--- src/rtl/arbitro_de_funcionalidade_seq_pkg.sv ---
// Shared definitions for the sequential function arbiter: controller states,
// special user codes and the permission/priority table.
package pkg_funcionalidade;

  typedef enum logic [1:0] {
    IDLE      = 2'd0,
    ARBITRATE = 2'd1,
    HOLD      = 2'd2,
    PILOTO    = 2'd3
  } estado_t;

  localparam logic [2:0] USER_ADMIN  = 3'b101;
  localparam logic [2:0] USER_PILOTO = 3'b111;

  localparam logic [1:0] PRIO_ADMIN = 2'd3;
  localparam logic [1:0] PRIO_USER  = 2'd1;
  localparam logic [1:0] PRIO_NONE  = 2'd0;

  localparam int unsigned FUNC_MAX_ADMIN = 7;
  localparam int unsigned FUNC_MAX_USER  = 3;

  // Codes are taken zero-extended so any USER_W/FUNC_W can call these.
  function automatic logic [1:0] prioridade(input logic [31:0] user);
    if (user == 32'(USER_ADMIN))
      return PRIO_ADMIN;
    if (user == 32'd1 || user == 32'd3 || user == 32'd6)
      return PRIO_USER;
    return PRIO_NONE;
  endfunction

  function automatic logic permitido(input logic [31:0] user, input logic [31:0] func);
    logic [1:0] p;
    p = prioridade(user);
    if (func == 32'd0)
      return 1'b0;
    if (p == PRIO_ADMIN)
      return func <= FUNC_MAX_ADMIN;
    if (p == PRIO_USER)
      return func <= FUNC_MAX_USER;
    return 1'b0;
  endfunction

endpackage

--- src/rtl/arbitro_de_funcionalidade_seq_arbitro_por_funcao.sv ---
// Winner selection for one function code: highest-priority permitted
// requester wins, ties resolved towards the lowest channel index.
module arbitro_por_funcao
  import pkg_funcionalidade::*;
#(
  parameter int unsigned N_CH    = 2,
  parameter int unsigned USER_W  = 3,
  parameter int unsigned FUNC_W  = 3,
  parameter int unsigned FUNC_ID = 1
) (
  input  logic [N_CH*USER_W-1:0] i_user,
  input  logic [N_CH*FUNC_W-1:0] i_func,
  output logic [N_CH-1:0]        o_vencedor,
  output logic                   o_valido,
  output logic [1:0]             o_prio
);

  logic [USER_W-1:0] w_u;
  logic [FUNC_W-1:0] w_f;
  logic [1:0]        w_p;

  always_comb begin
    o_vencedor = '0;
    o_valido   = 1'b0;
    o_prio     = '0;
    w_u        = '0;
    w_f        = '0;
    w_p        = '0;
    for (int unsigned i = 0; i < N_CH; i++) begin
      w_u = i_user[i*USER_W +: USER_W];
      w_f = i_func[i*FUNC_W +: FUNC_W];
      w_p = prioridade(32'(w_u));
      // Strict '>' keeps the earlier (lower-index) channel on equal priority.
      if (w_f == FUNC_W'(FUNC_ID) && permitido(32'(w_u), 32'(w_f)) &&
          (!o_valido || w_p > o_prio)) begin
        o_vencedor = N_CH'(1) << i;
        o_valido   = 1'b1;
        o_prio     = w_p;
      end
    end
  end

endmodule

--- src/rtl/arbitro_de_funcionalidade_seq.sv ---
// Sequential permission/priority arbiter: registers user requests, grants
// functions for a fixed window, supports preemption and confirmed autopilot.
module arbitro_de_funcionalidade_seq
  import pkg_funcionalidade::*;
#(
  parameter int unsigned N_CH        = 2,
  parameter int unsigned USER_W      = 3,
  parameter int unsigned FUNC_W      = 3,
  parameter int unsigned HOLD_CYCLES = 1000,
  parameter int unsigned AP_CONFIRM  = 16
) (
  input  logic                     Clk,
  input  logic                     Rst_n,
  input  logic [N_CH*USER_W-1:0]   User,
  input  logic [N_CH*FUNC_W-1:0]   Func,
  output logic [(2**FUNC_W)-1:0]   Func_on,
  output logic [N_CH-1:0]          Grant,
  output logic                     Busy,
  output logic                     Piloto,
  output logic [N_CH-1:0]          Denied
);

  localparam int unsigned N_FN  = 2**FUNC_W;
  localparam int unsigned CNT_W = $clog2(HOLD_CYCLES);
  localparam int unsigned AP_W  = $clog2(AP_CONFIRM + 1);

  logic [N_CH*USER_W-1:0] r_user, r_user_d;
  logic [N_CH*FUNC_W-1:0] r_func, r_func_d;
  estado_t                r_estado;
  logic [CNT_W-1:0]       r_cnt;
  logic [AP_W-1:0]        r_ap_cnt;
  logic [N_CH-1:0]        r_grant;
  logic [N_FN-1:0]        r_func_on;
  logic                   r_busy;
  logic                   r_piloto;
  logic [N_CH-1:0]        r_denied;
  logic [N_FN-1:1][1:0]   r_hold_prio;

  logic [N_FN-1:1][N_CH-1:0] w_venc;
  logic [N_CH-1:0][N_FN-1:1] w_venc_t;
  logic [N_FN-1:1]           w_fvalid;
  logic [N_FN-1:1][1:0]      w_fprio;
  logic [N_FN-1:1]           w_preempt_f;
  logic [N_CH-1:0]           w_grant_next;
  logic [N_CH-1:0]           w_user_ones;
  logic [N_CH-1:0]           w_deny;
  logic                      w_any_valid;
  logic                      w_preempt;
  logic                      w_all_ones;
  logic                      w_ap_enter;

  for (genvar f = 1; f < N_FN; f++) begin : g_fn
    arbitro_por_funcao #(
      .N_CH    (N_CH),
      .USER_W  (USER_W),
      .FUNC_W  (FUNC_W),
      .FUNC_ID (f)
    ) u_arb (
      .i_user     (r_user),
      .i_func     (r_func),
      .o_vencedor (w_venc[f]),
      .o_valido   (w_fvalid[f]),
      .o_prio     (w_fprio[f])
    );

    // Only an active function can be preempted, and only by strictly higher priority.
    assign w_preempt_f[f] = r_func_on[f] && w_fvalid[f] && (w_fprio[f] > r_hold_prio[f]);
  end

  for (genvar c = 0; c < N_CH; c++) begin : g_ch
    logic [USER_W-1:0] w_u, w_u_d;
    logic [FUNC_W-1:0] w_f, w_f_d;

    assign w_u   = r_user[c*USER_W +: USER_W];
    assign w_u_d = r_user_d[c*USER_W +: USER_W];
    assign w_f   = r_func[c*FUNC_W +: FUNC_W];
    assign w_f_d = r_func_d[c*FUNC_W +: FUNC_W];

    for (genvar f = 1; f < N_FN; f++) begin : g_t
      assign w_venc_t[c][f] = w_venc[f][c];
    end

    assign w_grant_next[c] = |w_venc_t[c];
    assign w_user_ones[c]  = (w_u == '1);
    assign w_deny[c]       = ((w_u != w_u_d) || (w_f != w_f_d)) && (w_f != '0) &&
                             !permitido(32'(w_u), 32'(w_f));
  end

  assign w_any_valid = |w_fvalid;
  assign w_preempt   = |w_preempt_f;
  assign w_all_ones  = &w_user_ones;
  assign w_ap_enter  = (r_estado != PILOTO) && (r_ap_cnt == AP_W'(AP_CONFIRM)) && w_all_ones;

  always_ff @(posedge Clk or negedge Rst_n) begin
    if (!Rst_n) begin
      r_user      <= '0;
      r_func      <= '0;
      r_user_d    <= '0;
      r_func_d    <= '0;
      r_estado    <= IDLE;
      r_cnt       <= '0;
      r_ap_cnt    <= '0;
      r_grant     <= '0;
      r_func_on   <= '0;
      r_busy      <= 1'b0;
      r_piloto    <= 1'b0;
      r_denied    <= '0;
      r_hold_prio <= '0;
    end else begin
      r_user   <= User;
      r_func   <= Func;
      r_user_d <= r_user;
      r_func_d <= r_func;
      r_denied <= w_deny;

      if (!w_all_ones)
        r_ap_cnt <= '0;
      else if (r_ap_cnt != AP_W'(AP_CONFIRM))
        r_ap_cnt <= r_ap_cnt + 1'b1;

      if (w_ap_enter) begin
        r_estado  <= PILOTO;
        r_piloto  <= 1'b1;
        r_grant   <= '0;
        r_func_on <= '0;
        r_busy    <= 1'b0;
        r_cnt     <= '0;
      end else begin
        unique case (r_estado)
          IDLE: begin
            if (w_any_valid)
              r_estado <= ARBITRATE;
          end
          ARBITRATE: begin
            // Requests may vanish between detection and arbitration; nothing to hold then.
            if (w_any_valid) begin
              r_estado    <= HOLD;
              r_grant     <= w_grant_next;
              r_func_on   <= {w_fvalid, 1'b0};
              r_hold_prio <= w_fprio;
              r_busy      <= 1'b1;
              r_cnt       <= CNT_W'(HOLD_CYCLES - 1);
            end else begin
              r_estado  <= IDLE;
              r_grant   <= '0;
              r_func_on <= '0;
            end
          end
          HOLD: begin
            if (w_preempt) begin
              r_estado <= ARBITRATE;
              r_busy   <= 1'b0;
            end else if (r_cnt == '0) begin
              r_busy <= 1'b0;
              if (w_any_valid) begin
                r_estado <= ARBITRATE;
              end else begin
                r_estado  <= IDLE;
                r_grant   <= '0;
                r_func_on <= '0;
              end
            end else begin
              r_cnt <= r_cnt - 1'b1;
            end
          end
          PILOTO: begin
            if (!w_all_ones) begin
              r_estado <= IDLE;
              r_piloto <= 1'b0;
            end
          end
          default: r_estado <= IDLE;
        endcase
      end
    end
  end

  assign Func_on = r_func_on;
  assign Grant   = r_grant;
  assign Busy    = r_busy;
  assign Piloto  = r_piloto;
  assign Denied  = r_denied;

endmodule

--- config.mk ---
export PLATFORM = sky130hd
export DESIGN_NAME = arbitro_de_funcionalidade_seq
export DESIGN_NICKNAME = d
export VERILOG_FILES = /design/src/rtl/arbitro_de_funcionalidade_seq_pkg.sv /design/src/rtl/arbitro_de_funcionalidade_seq_arbitro_por_funcao.sv /design/src/rtl/arbitro_de_funcionalidade_seq.sv
export SDC_FILE = /design/constraint.sdc
export NUM_CORES = 1
export LEC_CHECK = 0
export BUFFER_PORTS_ARGS = -buffer_cell sky130_fd_sc_hd__buf_2
export CORE_MARGIN = 2
export CORE_UTILIZATION = 35
export CTS_CLUSTER_DIAMETER = 80
export DETAILED_ROUTE_END_ITERATION = 12
export PLACE_DENSITY = 0.61
export SYNTH_ARGS = -nofsm -noshare
export SYNTH_HDL_FRONTEND = slang
export SYNTH_SLANG_ARGS = --single-unit
export TNS_END_PERCENT = 30
--- constraint.sdc ---
create_clock -name Clk -period 10.7 [get_ports Clk]
set_input_delay 3.21 -clock Clk [delete_from_list [all_inputs] [get_ports Clk]]
set_output_delay 3.21 -clock Clk [all_outputs]
set_load 0.05 [all_outputs]
==> qor.csv <==
stage;metric;value;unit
run_status;outcome;finished, final reports clean;
drt;drt_wl_total;9.07;mm
yosys;synth_top_area_share;41.6;%
grt;grt_pass1_wl;15.4;mm
worst_setup_path;crit_chain;nand3b_2, a211oi_2, nand2_1, ha_1, nor2b_1, o21ai_0, a21boi_0, o21ai_0, ha_1, nor2b_1, o211ai_1, o221ai_2, o21ai_1, o211ai_1, a22oi_1;
die;ios;28;
finish;nets;499;
placement;post-place-ws;6.50;ns
worst_setup_path;worstSetupPathDepth;15;
timing;finalMaxSlewViolations;0;
drt;viasPerCell;5.29;
finish;final_layout_size_suffix_gt1_share;15.7;%
yosys;yosysUniqueCellTypes;73;
timing;worst_slack;6.45;ns
power;switching_power;0.000290;W
clock_tree;cts_resized;0;
drt;dr_total_vias;3182;
die;die_x;112;um
grt;overflow;0;
clock_tree;cts-root-buf;clkbuf_16;
worst_setup_path;slowest_delay;0.49;ns
worst_setup_path;required;10.94;ns
flow_run;cap_violations;0;
worst_setup_path;crit_family;compound AO/OA/AOI/OAI gates;
finish;antennaDiodeCount;0;
timing;fmaxAchievable;0.235;GHz
yosys;synthArstFlopShare;100;%
yosys;netlist_area;4090;sq um
timing;slew_headroom;22.7;%
timing;setup-tns-final;0;ns
grt;first_global_vias;3201;
clock_tree;post_cts_buffers;0;
clock_tree;cts.sinks;68;
power;p_clk_share;33.1;%
placement;port_buffers;26;
finish;syn2layout_area_growth;12.4;%
drt;wl_per_cell;15.1;um
power;ir_drop;0.0724;mV
timing;hold_viol_final;0;
die;coreArea;11400;sq um
power;power_leakage;2.10;nW
power;swShare;34.9;%
timing;worst_pin_slew;1.15;ns
grt;grt_max_degree;69;
die;die_y;112;um
worst_setup_path;start_kind;register;
timing;min_period_over_period;39.7;%
worst_setup_path;critical_path_class;register to register;
worst_setup_path;reg2reg_depth;15;
power;pwr-share-comb;26.4;%
yosys;synth_top_area_cell;dfrtp_1;
yosys;syn_nets;474;
drt;detail_route.iter0.violations;143;
worst_setup_path;path_max_fanout;8;
yosys;yosysWarnings;0;
drt;drt_pre_antenna_iters;5;
clock_tree;insertion_delay;0.33;ns
yosys;yosys-top-cells-area;dfrtp_1 42%, ha_1 9.5%, nand2_1 5.0%;
drt;drc;0;
timing;fin_crit;4.25;ns
clock_tree;postCtsHoldBufs;0;
worst_hold_path;holdPathStages;2;
worst_setup_path;cp.buffers_inverters;0;
yosys;ys_seq_elements;68;
placement;dp_hpwl;6.47;mm
power;p_int;0.000543;W
placement;gp_congestion;0.820;
clock_tree;clockBufferDepth;2;
worst_setup_path;critPathArrivalTime;4.49;ns
grt;grtUsageTotal;15.2;%
worst_hold_path;min_path_type;register to register;
worst_setup_path;worst_setup_path_end_kind;register;
worst_setup_path;slowest_stage;a211oi_2;
yosys;synth_ff_type;dfrtp_1;
yosys;synth-seq-area-share;41.6;%
finish;fillCellCount;1124;
die;row_count;39;
yosys;synth-edff-count;0;
die;start_util;35.8;%
clock_tree;cts_made_buffers;9;
die;die_area;12600;sq um
power;pwr-share-seq;40.5;%
grt;antenna_found_initial;0;
timing;rsz0062_at_grt;no;
power;p_per_area;181;nW/um^2
timing;fin_skew;0.00717;ns
clock_tree;cts_tree;built;
yosys;synth_cells;429;
yosys;avgSynthCellArea;9.53;sq um
clock_tree;clk_pin_slew;0.06;ns
drt;ant_nets;0;
clock_tree;htree_levels;3;
timing;finalSetupViolCount;0;
Yosys cell counts, types with 5 or more instances:
cell      count
nand2_1      55
a31oi_1       5
nor2_1       28
o21ai_0      29
ha_1         31
o211ai_1      7
xnor2_1       8
a21oi_1      24
inv_1        27
dfrtp_1      68
xor2_1        8
nor3_1        5
nor2b_1      16
nor4_1        7
nand3_1       9
a32o_1        6
cells in the final DEF (no fill, tap or decap), types with 3 or more instances in the layout:
cell / n
buf_2: 26
xnor2_1: 8
inv_1: 27
nor3_1: 5
nor3b_1: 3
nand2b_1: 3
clkinv_2: 4
o211ai_1: 7
nor4_1: 7
a21oi_1: 24
o21ai_0: 29
clkbuf_16: 9
a31oi_1: 5
nand3_1: 9
o21ai_1: 4
inv_2: 3
a21boi_0: 4
a21bo_2: 3
dfrtp_1: 68
and2_1: 4
nor2_1: 28
ha_1: 31
nand2_1: 55
a32o_1: 6
nand4_1: 4
nor2b_1: 16
xor2_1: 8
through the flow:
stage	cells	power [W]	util (%)	cell area, sq um	hold slack (ns)
finish	602	0.000833	40.2	4600	0.493
global route	602	0.000887	40.2	4600	0.530
CTS	602	0.000842	40.2	4600	0.502
detailed placement	586	0.000563	37.8	4320	0.490
global placement	586	0.000552	37.8	4320	0.472
floorplan	429	0.000506	-	4090	0.349
logic make-up (layout without fill, tap and decap cells):
kind of cell               after synthesis  in the layout  share of synthesized area (%)
AOI/OAI and AO/OA                      109            109                           19.7
xor gates and xnor gates                16             16                           3.43
adders and majority gates               31             31                           9.49
buffers and inverters                   45             75                           5.23
DFF                                     68             68                           41.6
muxes                                    2              2                          0.490
other                                    1              1                         0.0917
and+or+nand+nor                        157            157                           20.0
power by group through the flow:
stage                     Sequential (W)  Combinational (W)  Clock (W)
after global placement          0.000339           0.000212          0
final                           0.000337           0.000220   0.000276
after detailed placement        0.000342           0.000221          0
after global routing            0.000343           0.000250   0.000295
after floorplan                 0.000357           0.000149          0
after CTS                       0.000337           0.000222   0.000283
final cells by class:
class	count	area, sq um	area share (%)
Clock inverter	6	40.0	0.871
Timing Repair Buffer	28	145	3.16
Clock buffer	10	239	5.20
Tap cell	143	179	3.89
Multi-Input combinational cell	316	2170	47.3
Sequential cell	68	1700	37.0
Inverter	31	118	2.56
per-layer routing:
metal / global-route usage [%] / vias to the layer above / routed length [um]
met5: 0 / - / 0
met1: 19.8 / 1547 / 4220
met4: 4.96 / 0 / 92
li1: - / 1569 / -
met3: 3.40 / 7 / 333
met2: 25.1 / 59 / 4420
worst min-delay path: cells and delay by family (launching register included):
kind | cells | cell delay (ns)
flops | 1 | 0.34
compound gates | 1 | 0.06
simple gates | 1 | 0.05
state kept, by name, summed over array words and instances, names as in the netlist:
| register | flops |
|---|---|
| r_hold_prio | 14 |
| Func_on | 7 |
| r_estado | 2 |
| r_user | 6 |
| r_ap_cnt | 5 |
| Piloto | 1 |
| Denied | 2 |
| Busy | 1 |
| r_user_d | 6 |
| r_cnt | 10 |
| r_func_d | 6 |
| Grant | 2 |
| r_func | 6 |
worst paths after layout:
kind	from	endpoint	slack (ns)
setup / recovery	r_user[0]$_DFF_PN0_	r_cnt[2]$_DFFE_PN0P_	6.45
hold / removal	Grant[0]$_DFFE_PN0P_	Grant[0]$_DFFE_PN0P_	0.49
setup reg to reg	r_user[0]$_DFF_PN0_	r_cnt[2]$_DFFE_PN0P_	6.45
hold reg to reg	Grant[0]$_DFFE_PN0P_	Grant[0]$_DFFE_PN0P_	0.49
max in group asynchronous	Rst_n	Func_on[5]$_DFFE_PN0P_	7.04
min in group asynchronous	Rst_n	r_user[3]$_DFF_PN0_	3.08
(Power assumes the default switching activity.)
